<file path="src/rtl/fetch_unit_pkg.sv">
// Shared CPU package: the fetch-entry type and the helper that sizes queue pointers.
package fetch_unit_pkg;

  localparam int CPU_PC_WIDTH    = 12;
  localparam int CPU_INSTR_WIDTH = 12;

  // One fetched instruction together with the address it came from.
  typedef struct packed {
    logic [CPU_PC_WIDTH-1:0]    pc;
    logic [CPU_INSTR_WIDTH-1:0] instr;
  } fetch_entry_t;

  // Queue pointers carry one extra wrap bit, so full and empty can be told apart.
  function automatic int ptr_width(input int depth);
    return $clog2(depth) + 1;
  endfunction

endpackage

</file>
<file path="src/rtl/fetch_queue.sv">
// Fetch queue: a circular buffer whose pointers are one bit wider than the index.
// Full means the index bits are equal and the wrap bits differ. A flush empties
// the queue and takes priority over a push or pop in the same cycle.
module fetch_queue
  import fetch_unit_pkg::*;
#(
  parameter int DEPTH = 4,
  parameter int WIDTH = 24
) (
  input  logic             clk,
  input  logic             reset_n,
  input  logic             flush,
  input  logic             push,
  input  logic [WIDTH-1:0] push_data,
  input  logic             pop,
  output logic [WIDTH-1:0] head_data,
  output logic             empty,
  output logic             full
);

  localparam int PW = ptr_width(DEPTH);
  localparam int IW = PW - 1;

  logic [PW-1:0]               wr_ptr, rd_ptr;
  logic [DEPTH-1:0][WIDTH-1:0] mem;
  logic                        do_push, do_pop;

  assign empty     = (wr_ptr == rd_ptr);
  assign full      = (wr_ptr[IW-1:0] == rd_ptr[IW-1:0]) && (wr_ptr[IW] != rd_ptr[IW]);
  assign head_data = mem[rd_ptr[IW-1:0]];
  assign do_push   = push && !full && !flush;
  assign do_pop    = pop && !empty && !flush;

  // Pointer update: reset and flush both return the queue to empty.
  always_ff @(posedge clk or negedge reset_n) begin
    if (!reset_n) begin
      wr_ptr <= '0;
      rd_ptr <= '0;
    end else if (flush) begin
      wr_ptr <= '0;
      rd_ptr <= '0;
    end else begin
      if (do_push) wr_ptr <= wr_ptr + PW'(1);
      if (do_pop)  rd_ptr <= rd_ptr + PW'(1);
    end
  end

  // Storage needs no reset: entries are never visible unless the pointers cover them.
  always_ff @(posedge clk) begin
    if (do_push) mem[wr_ptr[IW-1:0]] <= push_data;
  end

endmodule

</file>
<file path="src/rtl/fetch_unit.sv">
// Fetch unit: owns the PC, applies redirects and feeds the fetch queue.
// The imem read is combinational. Its result goes only into the queue, so
// decode sees an instruction one cycle after it is fetched at the earliest.
// Optional feature: define FETCH_PERF_CNT_EN to add the perf_fetched and
// perf_stalls counters.
module fetch_unit
  import fetch_unit_pkg::*;
#(
  parameter int                   PC_WIDTH    = CPU_PC_WIDTH,
  parameter int                   INSTR_WIDTH = CPU_INSTR_WIDTH,
  parameter int                   QUEUE_DEPTH = 4,
  parameter logic [PC_WIDTH-1:0]  RESET_PC    = '0
) (
  input  logic                   clk,
  input  logic                   reset_n,
  input  logic                   fetch_en,
  output logic [PC_WIDTH-1:0]    imem_addr,
  input  logic [INSTR_WIDTH-1:0] imem_instr,
  input  logic                   redirect_valid,
  input  logic [PC_WIDTH-1:0]    redirect_pc,
  output logic                   id_valid,
  input  logic                   id_ready,
  output logic [PC_WIDTH-1:0]    id_pc,
  output logic [INSTR_WIDTH-1:0] id_instr
`ifdef FETCH_PERF_CNT_EN
  ,
  output logic [31:0]            perf_fetched,
  output logic [31:0]            perf_stalls
`endif
);

  localparam int EW = PC_WIDTH + INSTR_WIDTH;

  logic [PC_WIDTH-1:0] pc;
  logic [EW-1:0]       head;
  logic                q_full, q_empty, push, pop;

  assign imem_addr = pc;
  // A redirect takes priority: it blocks the push, and the queue flush cancels any pop.
  assign push      = fetch_en && !q_full && !redirect_valid;
  assign pop       = id_ready && !q_empty;
  assign id_valid  = !q_empty;
  assign id_pc     = head[EW-1:INSTR_WIDTH];
  assign id_instr  = head[INSTR_WIDTH-1:0];

  // PC: load the redirect target, otherwise step past each instruction pushed.
  always_ff @(posedge clk or negedge reset_n) begin
    if (!reset_n)            pc <= RESET_PC;
    else if (redirect_valid) pc <= redirect_pc;
    else if (push)           pc <= pc + PC_WIDTH'(1);
  end

  fetch_queue #(
    .DEPTH (QUEUE_DEPTH),
    .WIDTH (EW)
  ) u_queue (
    .clk       (clk),
    .reset_n   (reset_n),
    .flush     (redirect_valid),
    .push      (push),
    .push_data ({pc, imem_instr}),
    .pop       (pop),
    .head_data (head),
    .empty     (q_empty),
    .full      (q_full)
  );

`ifdef FETCH_PERF_CNT_EN
  // Perf counters: pushes, and cycles where fetching is wanted but the queue is full.
  always_ff @(posedge clk or negedge reset_n) begin
    if (!reset_n) begin
      perf_fetched <= '0;
      perf_stalls  <= '0;
    end else begin
      if (push)               perf_fetched <= perf_fetched + 32'd1;
      if (fetch_en && q_full) perf_stalls  <= perf_stalls + 32'd1;
    end
  end
`endif

endmodule

</file>
<file path="config.mk">
export PLATFORM = sky130hd
export DESIGN_NAME = fetch_unit
export DESIGN_NICKNAME = d
export VERILOG_FILES = /design/src/rtl/fetch_unit_pkg.sv /design/src/rtl/fetch_queue.sv /design/src/rtl/fetch_unit.sv
export SDC_FILE = /design/constraint.sdc
export NUM_CORES = 1
export LEC_CHECK = 0
export CELL_PAD_IN_SITES_DETAIL_PLACEMENT = 0
export CELL_PAD_IN_SITES_GLOBAL_PLACEMENT = 2
export CORE_MARGIN = 4
export CORE_UTILIZATION = 30
export CTS_BUF_LIST = sky130_fd_sc_hd__clkbuf_4 sky130_fd_sc_hd__clkbuf_8
export DETAILED_ROUTE_END_ITERATION = 8
export GPL_ROUTABILITY_DRIVEN = 0
export PLACE_DENSITY_LB_ADDON = 0.2
export SLEW_MARGIN = 10
export SYNTH_ARGS = -nofsm -noshare
export SYNTH_HDL_FRONTEND = slang
export SYNTH_SLANG_ARGS = --single-unit
</file>
<file path="constraint.sdc">
create_clock -name clk -period 5.49 [get_ports clk]
set_input_delay 0.549 -clock clk [delete_from_list [all_inputs] [get_ports clk]]
set_output_delay 0.549 -clock clk [all_outputs]
set_load 0.01 [all_outputs]
</file>
==> flow_summary.json <==
{
  "outcome": "finished, final reports clean",
  "cp_data_required_time_ns": 4.94,
  "pwr-share-comb": 0.165,
  "dr_total_vias": 2471,
  "tns_ns": 0,
  "synth-seq-area-share": 0.724,
  "numClockSinks": 114,
  "cts_made_buffers": 17,
  "clock_skew_ns": 0.00995,
  "track_usage": 0.120,
  "first_pass_iters": 4,
  "slew_violations": 0,
  "die_h_um": 132,
  "core_area_um2": 15100,
  "grt_pass1_vias": 2717,
  "hold_violations": 0,
  "finish.utilization": 0.387,
  "p_int_mw": 1.64,
  "critPathKind": "flip-flop to output port",
  "initial_utilization": 0.304,
  "power.switching_mw": 0.540,
  "worstSkewPairLatency_ns": 0.42,
  "hpwl_mm": 5.99,
  "drc": 0,
  "slew_headroom": 0.297,
  "fp.dieArea_um2": 17400,
  "layout-drive-gt1-share": 0.201,
  "std_cell_rows": 45,
  "yosysWarnings": 0,
  "diodes": 0,
  "ir_drop_v": 0.000123,
  "p_sw_frac": 0.247,
  "ant_nets": 0,
  "wirelength_mm": 9.85,
  "rsz0062_at_grt": "false",
  "setup_viol": 0,
  "max-clock-path-buffers": 2,
  "post_cts_buffers": 0,
  "port_buffers": 65,
  "cp-start-kind": "flip-flop",
  "syn_to_final_growth_pct": 27.3,
  "clkPwrFrac": 0.351,
  "max_freq_mhz": 307,
  "power_density_nw_per_um2": 372,
  "worst_slew_pin_slew_ns": 1.05,
  "netlist_area_um2": 4610,
  "seqPwrFrac": 0.484,
  "overflow": 0,
  "hp-class": "flip-flop to flip-flop",
  "leakagePower_nw": 1.95,
  "post_cts_resized": 0,
  "grt_max_degree": 28,
  "regToRegSetupSlack_ns": 2.85,
  "via_per_inst": 4.69,
  "wl_per_cell_um": 18.7,
  "htree_num_levels": 4,
  "cts_tree": "yes",
  "critPathArrivalTime_ns": 2.71,
  "cts_root_buf": "clkbuf_8",
  "clk_pin_slew_ns": 0.07,
  "die_w_um": 132,
  "grt_pass1_wl_mm": 15.7,
  "syn_inst": 248,
  "ys_seq_elements": 114,
  "end_kind": "output port",
  "cts_hold_repair.buffers": 0,
  "antenna_found_initial": 0,
  "cap_violations": 0,
  "min_period_ns": 3.26,
  "synth_top_area_cell": "edfxtp_1",
  "nets": 361,
  "synth_top_cell_area_share": 0.626,
  "ioPinCount": 66,
  "synth_area_leaders": "edfxtp_1 63%, mux4_2 11%, dfrtp_1 9.8%",
  "drtIter0Drc": 148,
  "synth_nets": 283,
  "syn_area_per_cell_um2": 18.6,
  "path_max_fanout": 27,
  "ys_types": 37,
  "fin_crit_sh": 0.594
}
==> logic make-up (layout without fill, tap and decap cells) <==
family | after synthesis | in the layout | share of synthesized area
AO/OA/AOI/OAI | 27 | 27 | 0.0394
XOR/XNOR | 10 | 10 | 0.0247
adder cells (fa/ha/maj) | 6 | 6 | 0.0163
buffers and inverters | 16 | 107 | 0.0185
flip-flops | 114 | 114 | 0.724
multiplexers | 27 | 27 | 0.125
AND/OR/NAND/NOR | 48 | 48 | 0.0527
==> metal layers <==
layer  part of all wire  global-route usage
met3              0.047              0.0408
met5                  0                   0
met1               0.47               0.157
met2               0.47               0.187
met4              0.014              0.0438
==> power by group through the flow <==
stage,Clock [mW],Sequential [mW],Combinational (mW)
6_report,0.764,1.06,0.360
3_3_place_gp,0,1.08,0.366
5_1_grt,0.834,1.07,0.390
3_5_place_dp,0,1.08,0.368
2_1_floorplan,0,1.03,0.221
4_1_cts,0.788,1.06,0.370
==> registers in the layout, summed over array words and instances, names as in the netlist <==
name / cells
u_queue.rd_ptr: 3
u_queue.wr_ptr: 3
imem_addr: 12
u_queue.mem: 96
==> Yosys cell counts <==
| cell | number |
|---|---|
| edfxtp_1 | 96 |
| mux4_2 | 23 |
| dfrtp_1 | 18 |
| nor2_1 | 13 |
| o21ai_0 | 10 |
| nand2_1 | 9 |
| nand3_1 | 7 |
| a31oi_1 | 6 |
| ha_1 | 6 |
| buf_2 | 5 |
| xor2_1 | 5 |
| and3_1 | 4 |
| inv_1 | 4 |
| o311ai_0 | 4 |
| or3_1 | 4 |
| clkbuf_1 | 3 |
| mux2i_1 | 3 |
| nand4_1 | 3 |
| or4_1 | 3 |
| xnor2_1 | 3 |
| buf_6 | 2 |
| o31ai_1 | 2 |
| a21oi_1 | 1 |
| and2_1 | 1 |
| and4_1 | 1 |
| buf_4 | 1 |
| clkinv_1 | 1 |
| mux4_1 | 1 |
| nor3_1 | 1 |
| o211ai_1 | 1 |
| o311ai_1 | 1 |
| o31a_2 | 1 |
| o31ai_2 | 1 |
| or2_2 | 1 |
| or3_2 | 1 |
| xor2_2 | 1 |
| xor2_4 | 1 |
==> path summary, 6_finish.rpt <==
path / endpoint / depth (start not counted) / from
setup / recovery: id_valid / 3 / u_queue.rd_ptr[0]
hold / removal: u_queue.mem[95] / 0 / imem_addr[11]
setup reg to reg: u_queue.mem[85] / 4 / u_queue.rd_ptr[0]
hold reg to reg: u_queue.mem[95] / 0 / imem_addr[11]
max in group asynchronous: u_queue.rd_ptr[0] / 1 / reset_n
min in group asynchronous: u_queue.rd_ptr[2] / 1 / reset_n
==> per-stage QoR <==
step | area [um^2] | hold slack [ns] | total power, mW | worst slack [ns] | instances
global placement | 5470 | 0.594 | 1.44 | 2.53 | 495
detailed placement | 5470 | 0.580 | 1.45 | 2.48 | 495
global route | 5860 | 0.622 | 2.29 | 1.96 | 527
floorplan | 4610 | 0.253 | 1.25 | 2.34 | 248
CTS | 5860 | 0.603 | 2.22 | 2.11 | 527
finish | 5860 | 0.603 | 2.18 | 2.23 | 527
==> critical path, stage by stage, from the launching register on <==
cell and delay, ns:
dfrtp_2 1.07, xor2_4 0.22, or3_2 0.51, clkdlybuf4s50_1 0.49
==> layout make-up <==
type	count	area [um^2]
Clock buffer	23	285
Clock inverter	9	108
Fill cell	1413	9280
Inverter	5	18.8
Multi-Input combinational cell	118	1190
Sequential cell	114	3330
Tap cell	188	235
Timing Repair Buffer	70	688
==> placed cells by master, fill, tap and decap left out, types with 2 or more instances in the layout <==
cell type,Yosys,final
inv_1,4,4
nand3_1,7,7
mux4_2,23,23
o31ai_1,2,2
clkinv_2,0,3
nand2_1,9,9
mux2i_1,3,3
clkbuf_4,0,5
clkinv_4,0,2
nor2_1,13,13
o21ai_0,10,10
o311ai_0,4,4
buf_4,1,5
bufinv_16,0,2
clkdlybuf4s50_1,0,65
edfxtp_1,96,96
and3_1,4,4
or4_1,3,3
clkinvlp_4,0,2
a31oi_1,6,6
xnor2_1,3,3
dfrtp_1,18,17
ha_1,6,6
xor2_1,5,5
clkbuf_8,0,18
or3_1,4,4
nand4_1,3,3
(Power assumes the default switching activity.)
